$ cat src/rtl/fpmult_accum_if.sv
// Valid/ready stream carrying one W-bit word per transfer.
// The producer side uses the master modport and the consumer side uses the slave modport.
interface fpmult_accum_if #(
   parameter int W = 32
);
   logic         val;
   logic         rdy;
   logic [W-1:0] msg;

   modport master (output val, output msg, input  rdy);
   modport slave  (input  val, input  msg, output rdy);
endinterface

$ cat src/rtl/fpmult_accum.sv
// Sums groups of m signed Qn-d.d products and emits one n-bit result per group.
// Define FPMULT_ACCUM_SAT_EN to saturate the result; otherwise the result wraps.
module fpmult_accum #(
   parameter int n = 32,
   parameter int d = 16,
   parameter int m = 4
) (
   input  logic              clk,
   input  logic              reset,
   fpmult_accum_if.slave     recv,
   fpmult_accum_if.master    send
);
   localparam int G = (m > 1) ? $clog2(m) : 1;
   localparam int A = n + G;
   localparam logic [7:0] LAST = 8'(m - 1);

   if ((m < 1) || (m > 255)) begin : g_bad_m
      $error("fpmult_accum: m must be in 1..255");
   end
   if ((d < 0) || (d >= n)) begin : g_bad_d
      $error("fpmult_accum: d must be in 0..n-1");
   end

   typedef enum logic [0:0] {
      ST_ACC  = 1'b0,
      ST_DONE = 1'b1
   } state_e;

   state_e         state_q;
   logic [A-1:0]   acc_q;
   logic [A-1:0]   acc_d;
   logic [7:0]     cnt_q;
   logic           recv_rdy_q;
   logic           send_val_q;
   logic [n-1:0]   send_msg_q;
   logic [n-1:0]   res_s;
   logic           accept_s;

`ifdef FPMULT_ACCUM_SAT_EN
   // Clamp when the guard bits and bit n-1 disagree.
   function automatic logic [n-1:0] sat_f(input logic [A-1:0] a);
      logic [G:0] top;
      top = a[A-1:n-1];
      if ((&top) || (~|top)) begin
         return a[n-1:0];
      end else if (a[A-1]) begin
         return {1'b1, {(n-1){1'b0}}};
      end else begin
         return {1'b0, {(n-1){1'b1}}};
      end
   endfunction

   assign res_s = sat_f(acc_d);
`else
   assign res_s = acc_d[n-1:0];
`endif

   // recv_rdy_q is only ever high in ST_ACC, so it alone qualifies an accept.
   assign accept_s = recv.val & recv_rdy_q;

   always_comb begin
      acc_d = acc_q + {{G{recv.msg[n-1]}}, recv.msg};
   end

   assign recv.rdy = recv_rdy_q;
   assign send.val = send_val_q;
   assign send.msg = send_msg_q;

   always_ff @(posedge clk) begin
      if (reset) begin
         state_q    <= ST_ACC;
         acc_q      <= {A{1'b0}};
         cnt_q      <= 8'd0;
         recv_rdy_q <= 1'b1;
         send_val_q <= 1'b0;
         send_msg_q <= {n{1'b0}};
      end else begin
         case (state_q)
            ST_ACC: begin
               if (accept_s) begin
                  acc_q <= acc_d;
                  if (cnt_q == LAST) begin
                     // Result is computed from the final sum so it is valid on entry to DONE.
                     cnt_q      <= 8'd0;
                     state_q    <= ST_DONE;
                     recv_rdy_q <= 1'b0;
                     send_val_q <= 1'b1;
                     send_msg_q <= res_s;
                  end else begin
                     cnt_q <= cnt_q + 8'd1;
                  end
               end
            end
            ST_DONE: begin
               if (send.rdy) begin
                  acc_q      <= {A{1'b0}};
                  state_q    <= ST_ACC;
                  recv_rdy_q <= 1'b1;
                  send_val_q <= 1'b0;
                  send_msg_q <= {n{1'b0}};
               end
            end
            default: begin
               state_q    <= ST_ACC;
               acc_q      <= {A{1'b0}};
               cnt_q      <= 8'd0;
               recv_rdy_q <= 1'b1;
               send_val_q <= 1'b0;
               send_msg_q <= {n{1'b0}};
            end
         endcase
      end
   end
endmodule

$ cat src/flat_wrapper.sv
// flat-port wrapper written by rule: the top's interface ports become plain ports
module fpmult_accum_flat 
#(
   parameter int n = 32,
   parameter int d = 16,
   parameter int m = 4
)
  (clk, reset, recv_val, recv_msg, recv_rdy, send_val, send_msg, send_rdy);
  fpmult_accum_if #(.W(32)) recv_i ();
  fpmult_accum_if #(.W(32)) send_i ();
  input  logic clk;
  input  logic reset;
  input wire logic [$bits(recv_i.val)-1:0] recv_val;
  input wire logic [$bits(recv_i.msg)-1:0] recv_msg;
  output wire logic [$bits(recv_i.rdy)-1:0] recv_rdy;
  output wire logic [$bits(send_i.val)-1:0] send_val;
  output wire logic [$bits(send_i.msg)-1:0] send_msg;
  input wire logic [$bits(send_i.rdy)-1:0] send_rdy;
  assign recv_i.val = recv_val;
  assign recv_i.msg = recv_msg;
  assign recv_rdy = recv_i.rdy;
  assign send_val = send_i.val;
  assign send_msg = send_i.msg;
  assign send_i.rdy = send_rdy;
  fpmult_accum #(.n(n), .d(d), .m(m)) u_core (.clk(clk), .reset(reset), .recv(recv_i), .send(send_i));
endmodule
$ cat config.mk
export PLATFORM = sky130hd
export DESIGN_NAME = fpmult_accum_flat
export DESIGN_NICKNAME = d
export VERILOG_FILES = /design/src/rtl/fpmult_accum_if.sv /design/src/rtl/fpmult_accum.sv /design/src/flat_wrapper.sv
export SDC_FILE = /design/constraint.sdc
export NUM_CORES = 1
export LEC_CHECK = 0
export CAP_MARGIN = 40
export CELL_PAD_IN_SITES_DETAIL_PLACEMENT = 1
export CELL_PAD_IN_SITES_GLOBAL_PLACEMENT = 2
export CORE_MARGIN = 2
export CORE_UTILIZATION = 34
export DETAILED_ROUTE_END_ITERATION = 12
export GPL_TIMING_DRIVEN = 1
export PLACE_DENSITY_LB_ADDON = 0.1
export SETUP_SLACK_MARGIN = 0.4
export SLEW_MARGIN = 5
export SYNTH_ARGS = -nofsm -noshare
export SYNTH_HDL_FRONTEND = slang
export SYNTH_SLANG_ARGS = --single-unit
$ cat constraint.sdc
create_clock -name clk -period 5.2 [get_ports clk]
set_input_delay 1.04 -clock clk [delete_from_list [all_inputs] [get_ports clk]]
set_output_delay 1.04 -clock clk [all_outputs]
set_load 0.02 [all_outputs]
Yosys cells after proc, flatten, opt, wreduce, memory -nomap -nowiden:

Index checks and enable logic that the tools add are counted.

* bits in registers: 77
* input bits: 36
* logic and storage cells: 37

* add/sub/neg operators: 2
* bitwise operators: 2
* reduce and logical (&&, ||, !) cells: 3
* equal/unequal tests: 4
* muxes and demuxes: 20

Operator list (number)
* 32-bit 2-to-1 mux: 3
* 34-bit 2-to-1 mux: 2
* 34-bit one-hot mux with 2 select lines: 1
* 32-bit one-hot mux with 2 select lines: 1
* 34-bit adder: 1
* 1-bit 2-to-1 mux: 9
* 8-bit by 1-bit adder with 8-bit output (second input constant): 1
* 8-bit by 2-bit equality test with 1-bit output (second input constant): 1
* 8-bit 2-to-1 mux: 1
* 1-bit one-hot mux with 2 select lines: 3
* 2-bit by 1-bit inequality test with 1-bit output (second input constant): 2
* 2-bit AND reduction: 2
* 3-bit AND reduction: 1
* 2-bit inequality test (second input constant): 1
* 1-bit bitwise AND: 1
* 1-bit inverter: 1

Longest topological paths before layout:

* depth in word-level cells: 4
* gate-level depth with buffers: 12

Least setup slack after synthesis:

No wires, ideal clock.

* kind: input to register
* start point: in recv_msg[14]
* end point: reg u_core.send_msg_q[31], in the netlist u_core.send.msg[31]
* buffers on the path: 1
* library setup time: 62 ps
* stages: 11
* slack: 1580 ps
* arrival time: 3558 ps
* cells stage by stage: ha_1 buf_6 a21oi_4 o21ai_2 a211o_1 or4b_4 a41oi_2 mux2i_1 nor2_2 or4_1 nand3_1

* word-level cells in the longest chain between the ends: 4

RTL lines
* start, declared: line flat_wrapper.sv:14 `input wire logic [$bits(recv_i.msg)-1:0] recv_msg;`
* 34-bit adder: line fpmult_accum.sv:62 `acc_d = acc_q + {{G{recv.msg[n-1]}}, recv.msg};`
* 32-bit 2-to-1 mux: line fpmult_accum.sv:82 `if (cnt_q == LAST) begin`
* 32-bit 2-to-1 mux: line fpmult_accum.sv:80 `if (accept_s) begin`
* 32-bit one-hot mux with 2 select lines: line fpmult_accum.sv:78 `case (state_q)`
* end signal, assigned: line fpmult_accum.sv:76 `send_msg_q <= {n{1'b0}};`
* end signal, assigned: line fpmult_accum.sv:88 `send_msg_q <= res_s;`
* end signal, assigned: line fpmult_accum.sv:100 `send_msg_q <= {n{1'b0}};`
* end, declared: line fpmult_accum.sv:35 `logic [n-1:0] send_msg_q;`

No other way between the ends. The select of a mux whose other input is x is not followed.
A chain may end at the register's enable or synchronous reset.

Worst setup path in the final report:

* start point: in recv_msg[16]
* end point: reg u_core.send_msg_q[31], in the netlist u_core.send.msg[31]

The elaborated chain is that of the path after synthesis.

==> run metrics <==
unrepaired setup endpoints after global routing false; clock slew at reported path FFs ~0.06 ns; met3 wire length 501 um; residual DRC count 0; DP Cell Count ~770; Setup crit start recv_msg[16]; Die Area about 0.014 mm2; highest routing layer actually used met4; Post-CTS Resized 0; CTS max path bufs 2; Worst Tran Pin Value approximately 0.87 ns; Synth top area share between 30 and 40%; Reg2Reg Setup Slack ~2 ns; synthesis-stage register bit count 75; Period minus WS final ~4.0 ns; nets slightly below 700; TritonCTS clock tree done; Final HPWL DP 10.4 mm; Fin Setup TNS 0 ns; Worst setup SP type input pin; CP Data Arrival Time ~4.3 ns; WL met2 6.85 mm; Die Ht 118 um; pin count of the biggest net entering global routing 39; Worst VDD drop between 0.1 and 0.15 mV; GPL Wtd Cong 0.852; Post-synth EDFFs 0; crit share post-route 77.2%; worst hold start u_core.send.msg[13]; syn nets between 600 and 700; Seq/Total Area, Yosys 34.0%; Leak 0.00222 uW; initial cell density of the core about a third; Post-Layout Cell Count ~790; synthesized area between 0.004 and 0.005 mm2; Placed Area about 0.0053 mm2; Root Driver clkbuf_16; Total Routed Length 13.9 mm; synth top area cells dfxtp_1, ha_1, a21oi_1; antenna cells 0; Reg area between 0.0015 and 0.002 mm2; M1 WL around 6.4 mm; Slew headroom a little over two fifths; Worst-Skew Late Latency 0.35 ns; Yosys Warn Count 0; most frequent cells in the layout nand2_1, dfxtp_1, a21oi_1, clkdlybuf4s50_1, nor2_1; post-route ant nets 0; Hold Fails Final Rpt 0; PnR worst setup slack between 1 and 1.5 ns; Syn-to-layout area delta 26.6%; FP Rows 41; CP Data Required Time 5.49 ns; all-layer global routing usage between 20% and 30%; CTS buffer count 9; worst-path fanout max 7; total gr overflow 0; # IOs 70; top_reg_cell synth dfxtp_1; Design Area, Final between 0.005 and 0.006 mm2; I/O Buffers just under 70; CP endpoint kind register; fillcell total around 1600; synthesized area per cell roughly 8.0 um2; Post-CTS Setup Repair Bufs 0; asr flop ratio synth 0%; Core Region approximately 0.013 mm2; final slew viol count 0; Yosys cell types between 50 and 60; # hold bufs at CTS 0; leading cell type in the layout, fill and taps excluded nand2_1; share of layout cells above drive strength 1 between 5 and 6%; H-tree depth 3; highest clock rate between 0.2 and 0.25 GHz; Syn Inst Count 554; Max Clock Skew 0.00633 ns; power per cell area around 350 mW/mm2; Setup crit end u_core.send.msg[31]; wire length of the first global-routing pass around 23 mm; vias in the first global route roughly 4400; DR WL/cell 17.7 um; die width between 100 and 150 um; clock sink total 75; Multi-input gate area approximately 0.0028 mm2; DRT Pass-1 Iters 4; Crit Reg-Reg Endpoint u_core.send.msg[31]; cell count of the worst reg-to-reg path 10; final setup vio count 0; status finished, final reports clean; initial antenna violation count 0; Crit Path Class in2reg; area leader, netlist dfxtp_1; vias 4204; First DRT Iteration DRCs 165; worst hold path type reg2reg; DP Worst Slack 0.824 ns; via/cell ratio 5.33; reg-to-reg startpoint u_core.acc_q[14]; max cap viols 0
[final cells by class]
cell class	count	share of cell area (%)
clock buffers	10	4.27
inverters	9	0.603
clock inverters	6	1.74
well taps	172	3.84
multi-input cells	441	49.5
flip-flops and latches	75	26.8
repair buffers	76	13.2
[synthesized netlist by cell type, types with 2 or more instances]
| master | instances |
|---|---|
| nor2b_1 | 8 |
| a221oi_1 | 2 |
| inv_1 | 9 |
| or2_2 | 2 |
| or3_1 | 3 |
| and3_1 | 2 |
| a211oi_1 | 3 |
| xnor2_1 | 21 |
| mux2i_1 | 3 |
| o21ai_1 | 5 |
| nor3_1 | 8 |
| a31oi_1 | 6 |
| a21oi_1 | 69 |
| nor4_1 | 2 |
| nand2_1 | 91 |
| nand3_1 | 19 |
| dfxtp_1 | 75 |
| a211o_1 | 2 |
| o21bai_1 | 5 |
| o221ai_1 | 2 |
| o21ai_0 | 14 |
| ha_1 | 32 |
| a22oi_1 | 8 |
| nand4_1 | 8 |
| nand4b_1 | 4 |
| nand2b_1 | 7 |
| clkbuf_1 | 25 |
| a21o_1 | 13 |
| buf_1 | 3 |
| or4b_1 | 2 |
| nand3b_1 | 3 |
| xor2_1 | 12 |
| nor3b_1 | 3 |
| a22o_1 | 12 |
| and4_1 | 3 |
| nor2_1 | 45 |
[kinds of logic (layout without fill, tap and decap cells)]
logic type	Yosys count	in the layout	share of synthesized area [%]
and+or+nand+nor	216	216	23.1
buffers and inverters	38	101	3.40
xor gates and xnor gates	33	33	6.54
DFF	75	75	34.0
AOI/OAI and AO/OA	156	156	22.8
adders and majority gates	33	33	9.51
muxes	3	3	0.679
[layer usage]
| metal | track usage [%] | vias up |
|---|---|---|
| li1 | - | 2095 |
| met1 | 25.8 | 2020 |
| met2 | 36.1 | 77 |
| met3 | 4.41 | 12 |
| met4 | 5.35 | 0 |
| met5 | 0 | - |
[worst min-delay path by stage]
stage                     endpoint  slack [ns]  depth (start not counted)
5_1_grt        u_core.send.msg[13]        0.47                          2
3_5_place_dp   u_core.send.msg[13]        0.44                          2
3_3_place_gp    u_core.send.msg[9]        0.44                          2
4_1_cts        u_core.send.msg[13]        0.45                          2
6_report       u_core.send.msg[13]        0.45                          2
2_1_floorplan     u_core.acc_q[11]        0.44                          2
[power breakdown]
part / switching, uW / internal [uW]
Combinational: 353 / 249
Sequential: 32.2 / 621
Clock: 267 / 439
Total: 651 / 1310
[critical path: stages]
cell and delay, ns:
clkdlybuf4s50_1 0.42, ha_1 0.42, a211oi_2 0.25, nor2_1 0.09, a211o_1 0.29, or4b_4 0.55
a41oi_2 0.28, mux2i_1 0.34, nor2_2 0.10, or4_1 0.42, nand3_1 0.09
[flip-flops by register name, indices dropped and copies added (netlist names)]
signal	count
u_core.acc_q	32
u_core.send.msg	32
u_core.cnt_q	8
u_core.recv.rdy	1
u_core.send.val	1
u_core.state_q	1
[metrics by stage]
| step | hold WS, ns | util (%) | total power [uW] |
|---|---|---|---|
| after floorplan | 0.436 | - | 1090 |
| after CTS | 0.454 | 44.2 | 1980 |
| final | 0.449 | 44.2 | 1960 |
| after detailed placement | 0.445 | 41.5 | 1260 |
| after global placement | 0.440 | 41.5 | 1250 |
| after global routing | 0.474 | 44.2 | 2080 |
Power figures use the tool's default switching activity.
